===== config.mk =====
export PLATFORM = sky130hd
export DESIGN_NAME = mem_port_arbiter
export DESIGN_NICKNAME = d
export VERILOG_FILES = /design/src/rtl/mem_port_arbiter.sv
export SDC_FILE = /design/constraint.sdc
export NUM_CORES = 1
export LEC_CHECK = 0
export ABC_CLOCK_PERIOD_IN_PS = 1600
export BUFFER_PORTS_ARGS = -buffer_cell sky130_fd_sc_hd__buf_4
export CAP_MARGIN = 0
export CORE_ASPECT_RATIO = 1.2
export CORE_MARGIN = 2
export CORE_UTILIZATION = 34
export CTS_CLUSTER_SIZE = 25
export DETAILED_ROUTE_END_ITERATION = 6
export PLACE_DENSITY = 0.81
export SYNTH_ARGS = -nofsm -noshare
export SYNTH_HDL_FRONTEND = slang
export SYNTH_SLANG_ARGS = --single-unit

===== constraint.sdc =====
create_clock -name clock -period 1.6 [get_ports clock]
set_clock_uncertainty 0.15 [all_clocks]
set_input_delay 0.32 -clock clock [delete_from_list [all_inputs] [get_ports clock]]
set_output_delay 0.32 -clock clock [all_outputs]
set_load 0.02 [all_outputs]

===== src/rtl/mem_port_arbiter.sv =====
// Round-robin arbiter sharing one single-port block RAM between instruction fetch and datapath.
// Optional conflict counter enabled by defining MEM_ARB_PERF_CNT_EN.
module mem_port_arbiter #(
    parameter int ADDR_W = 16,
    parameter int DATA_W = 16,
    parameter int RD_LAT = 1
) (
    input  logic              clock,
    input  logic              reset,
    input  logic              fetch_req,
    input  logic [ADDR_W-1:0] fetch_addr,
    output logic              fetch_gnt,
    output logic              fetch_rvalid,
    output logic [DATA_W-1:0] fetch_rdata,
    input  logic              data_req,
    input  logic              data_we,
    input  logic [ADDR_W-1:0] data_addr,
    input  logic [DATA_W-1:0] data_wdata,
    output logic              data_gnt,
    output logic              data_rvalid,
    output logic [DATA_W-1:0] data_rdata,
    output logic [ADDR_W-1:0] ram_addr,
    output logic [DATA_W-1:0] ram_wdata,
    output logic              ram_we,
    input  logic [DATA_W-1:0] ram_rdata,
    output logic              stall,
    output logic [15:0]       conflict_cnt
);

    // active_q keeps every output quiet for the first cycle after reset release
    logic              active_q;
    logic              last_winner_q, last_winner_d;   // 1 = data won last
    logic [ADDR_W-1:0] ram_addr_q, ram_addr_d;
    logic [1:0]        tag_q [RD_LAT];                 // {valid, owner}, owner 1 = data
    logic [1:0]        tag_d [RD_LAT];

    always_comb begin
        fetch_gnt = 1'b0;
        data_gnt  = 1'b0;
        if (active_q) begin
            if (fetch_req && data_req) begin
                if (last_winner_q) fetch_gnt = 1'b1;
                else               data_gnt  = 1'b1;
            end else begin
                fetch_gnt = fetch_req;
                data_gnt  = data_req;
            end
        end
    end

    always_comb begin
        last_winner_d = last_winner_q;
        if (data_gnt)       last_winner_d = 1'b1;
        else if (fetch_gnt) last_winner_d = 1'b0;

        ram_addr_d = ram_addr_q;
        if (data_gnt)       ram_addr_d = data_addr;
        else if (fetch_gnt) ram_addr_d = fetch_addr;

        tag_d[0] = {fetch_gnt | (data_gnt & ~data_we), data_gnt};
        for (int i = 1; i < RD_LAT; i++) tag_d[i] = tag_q[i-1];
    end

    always_ff @(posedge clock or negedge reset) begin
        if (!reset) begin
            active_q      <= 1'b0;
            last_winner_q <= 1'b0;
            ram_addr_q    <= '0;
            for (int i = 0; i < RD_LAT; i++) tag_q[i] <= 2'b00;
        end else begin
            active_q      <= 1'b1;
            last_winner_q <= last_winner_d;
            ram_addr_q    <= ram_addr_d;
            for (int i = 0; i < RD_LAT; i++) tag_q[i] <= tag_d[i];
        end
    end

    assign ram_addr     = ram_addr_d;
    assign ram_we       = data_gnt & data_we;
    assign ram_wdata    = active_q ? data_wdata : '0;
    assign fetch_rvalid = tag_q[RD_LAT-1][1] & ~tag_q[RD_LAT-1][0];
    assign data_rvalid  = tag_q[RD_LAT-1][1] &  tag_q[RD_LAT-1][0];
    assign fetch_rdata  = active_q ? ram_rdata : '0;
    assign data_rdata   = active_q ? ram_rdata : '0;
    assign stall        = active_q & fetch_req & ~fetch_gnt;

`ifdef MEM_ARB_PERF_CNT_EN
    logic [15:0] conflict_cnt_q, conflict_cnt_d;

    always_comb begin
        conflict_cnt_d = conflict_cnt_q;
        if (active_q && fetch_req && data_req && conflict_cnt_q != 16'hFFFF)
            conflict_cnt_d = conflict_cnt_q + 16'd1;
    end

    always_ff @(posedge clock or negedge reset) begin
        if (!reset) conflict_cnt_q <= '0;
        else        conflict_cnt_q <= conflict_cnt_d;
    end

    assign conflict_cnt = conflict_cnt_q;
`else
    assign conflict_cnt = 16'h0000;
`endif

endmodule


==> results.json <==
{
  "maxSlewViolCount": 0,
  "async_flop_share_pct": 100,
  "post-dp-hpwl_mm": 3.58,
  "via_per_inst": 4.45,
  "drv_cap": 0,
  "status": "complete, but fails checks",
  "cp_cell_sequence": "nand3_4 > buf_12 > o221a_2 > buf_6",
  "synth_cell_types": 20,
  "layoutNonFillerInstCount": 325,
  "swShare_pct": 31.4,
  "core_area_um2": 3940,
  "antenna_found_initial": 0,
  "yosys.area.top_type": "dfrtp_1",
  "routed_wl_mm": 4.72,
  "end_kind": "output pin",
  "synth-edff-count": 0,
  "ys.flop_type": "dfrtp_1",
  "violations": "negative setup slack",
  "seq_power_share_pct": 29.2,
  "dr.pass1.iters": 4,
  "fillers": 348,
  "gp_congestion": 0.704,
  "fin_nets": 341,
  "ir_drop_mv": 0.860,
  "power_leakage_uw": 0.00134,
  "cp.required_ns": 1.13,
  "synth_seq_area_share_pct": 36.1,
  "ys_top_cells_by_area": "dfrtp_1, buf_4, and2_1",
  "yosysMostFrequentCell": "buf_4",
  "grt_first_pass_wirelength_mm": 7.19,
  "dpl.cell_count": 315,
  "pwr-share-comb_pct": 46.7,
  "root_buffer": "clkbuf_8",
  "cts_tree": "built",
  "cp_num_buf_inv": 2,
  "setup_ws_ns": -0.312,
  "cts_buffer_depth": 2,
  "ys_ff_latch": 20,
  "dieHeight_um": 74.0,
  "p_int_uw": 1420,
  "grt.total_usage_pct": 20.1,
  "finalWorstPathRequiredPeriod_ns": 1.91,
  "hp-class": "in2reg",
  "max_stage_delay_ns": 0.49,
  "synth.cell_area_um2": 1390,
  "syn_avg_cell_area_um2": 9.84,
  "cts_max_level": 1,
  "drc_errors": 0,
  "switching_power_uw": 649,
  "crit_fanout": 17,
  "grt-ovfl-total": 0,
  "clk_latency_ns": 0.25,
  "postPlaceCellArea_um2": 2320,
  "first_global_vias": 1415,
  "max_freq_mhz": 523,
  "yosys_warnings": 0,
  "initial_core_util_pct": 35.2,
  "drt_iter0_markers": 67,
  "syn_to_final_growth_pct": 88.4,
  "dieArea_um2": 4610,
  "cts.sinks": 20,
  "rows": 25,
  "io_buffers": 138,
  "cpLargestDelayFamily": "flip-flops",
  "die_w_um": 62.3,
  "setup_viol": 68,
  "num_vias": 1446,
  "diodes": 0,
  "io_pins": 155,
  "fin_util_pct": 66.3,
  "design_area_um2": 2610,
  "critPathArrivalTime_ns": 1.44,
  "drive_gt1_share_pct": 71.2,
  "cp_slowest_cell": "dfrtp_2",
  "wl_per_cell_um": 14.5,
  "clkPwrFrac_pct": 24.1,
  "hold_viol_final": 0,
  "start_kind": "flip-flop",
  "powerDensity_nw_per_um2": 790,
  "min_period_over_period_pct": 120,
  "synth_common_cells": "buf_4, and2_1, dfrtp_1",
  "grt_max_degree": 25,
  "drtAntennaViolNets": 0,
  "rsz0062_at_grt": "true",
  "path_class": "reg2out",
  "synthCells": 141,
  "clkTransAtPathRegs_ns": 0.07,
  "cts_inserted_buffers": 3,
  "yosysTopAreaCellShare_pct": 36.1
}
power by group through the flow:
stage	Clock (uW)	Combinational (uW)	Sequential (uW)
2_1_floorplan	0	509	601
3_3_place_gp	0	821	608
3_5_place_dp	0	834	610
4_1_cts	513	943	601
5_1_grt	543	1020	609
6_report	499	965	602
path summary, 6_finish.rpt:
kind                               start        endpoint  slack, ns  cells after the start
min in group asynchronous          reset        tag_q[1]       0.32                      2
hold reg to reg            last_winner_q   last_winner_q       0.48                      2
setup / recovery                active_q    ram_addr[13]      -0.31                      4
setup reg to reg                active_q  ram_addr_q[13]       0.28                      3
hold / removal                   data_we        tag_q[1]       0.11                      2
max in group asynchronous          reset        active_q       0.75                      2
through the flow:
| stage | setup TNS (ns) | hold WS, ns | setup WS (ns) | power, uW |
|---|---|---|---|---|
| global route | -21.93 | 0.119 | -0.382 | 2170 |
| detailed placement | -2.42 | 0.0645 | -0.151 | 1440 |
| CTS | -18.35 | 0.0998 | -0.308 | 2060 |
| floorplan | 0 | -0.126 | 0.0167 | 1110 |
| finish | -17.85 | 0.108 | -0.312 | 2070 |
| global placement | -2.04 | 0.0651 | -0.124 | 1430 |
cells in the final DEF, fill, tap and decap left out, drive strengths merged, types with 2 or more instances in the layout:
cell type / n
clkbuf: 3
and2: 33
nand2: 2
o21ai: 2
nand2b: 17
nor2: 2
inv: 3
o221a: 16
conb: 17
nand3: 3
buf: 148
dfrtp: 20
sequential cells by signal (all words and copies together) (netlist names):
name and flops:
active_q 1, last_winner_q 1, ram_addr_q 16, tag_q 2
cell type report:
| class | count | area, um^2 | share of cell area [%] |
|---|---|---|---|
| Tap cell | 54 | 67.6 | 2.58 |
| Clock buffer | 3 | 41.3 | 1.58 |
| Timing Repair Buffer | 149 | 1220 | 46.7 |
| Clock inverter | 1 | 30.0 | 1.15 |
| Sequential cell | 20 | 502 | 19.2 |
| Inverter | 3 | 13.8 | 0.527 |
| Multi-Input combinational cell | 95 | 739 | 28.3 |
layer usage:
metal	GRT usage [%]	vias up	share of wire [%]
met1	23.2	658	38
met5	0	-	0
met2	35.4	95	50
met4	6.42	0	0.89
met3	7.26	4	11
li1	-	689	-
cells by family (layout without fill, tap and decap cells):
| family | count (synthesis) | in the layout | share of synthesized area [%] |
|---|---|---|---|
| and+or+nand+nor | 57 | 58 | 27.0 |
| buffers and inverters | 42 | 156 | 21.6 |
| DFF | 20 | 20 | 36.1 |
| AOI/OAI and AO/OA | 20 | 20 | 14.8 |
| other | 2 | 17 | 0.541 |
repair_timing:
action / in CTS / in global routing
gates cloned: 1 / 0
endpoints found under the setup margin: 68 / 68
buffers inserted: 4 / 0
hold buffers: 1 / 0
pin swaps: 2 / 0
hold endpoints to repair: 20 / 0
resized for setup: 29 / 7
Note: power is estimated with default switching activity, not from simulation.
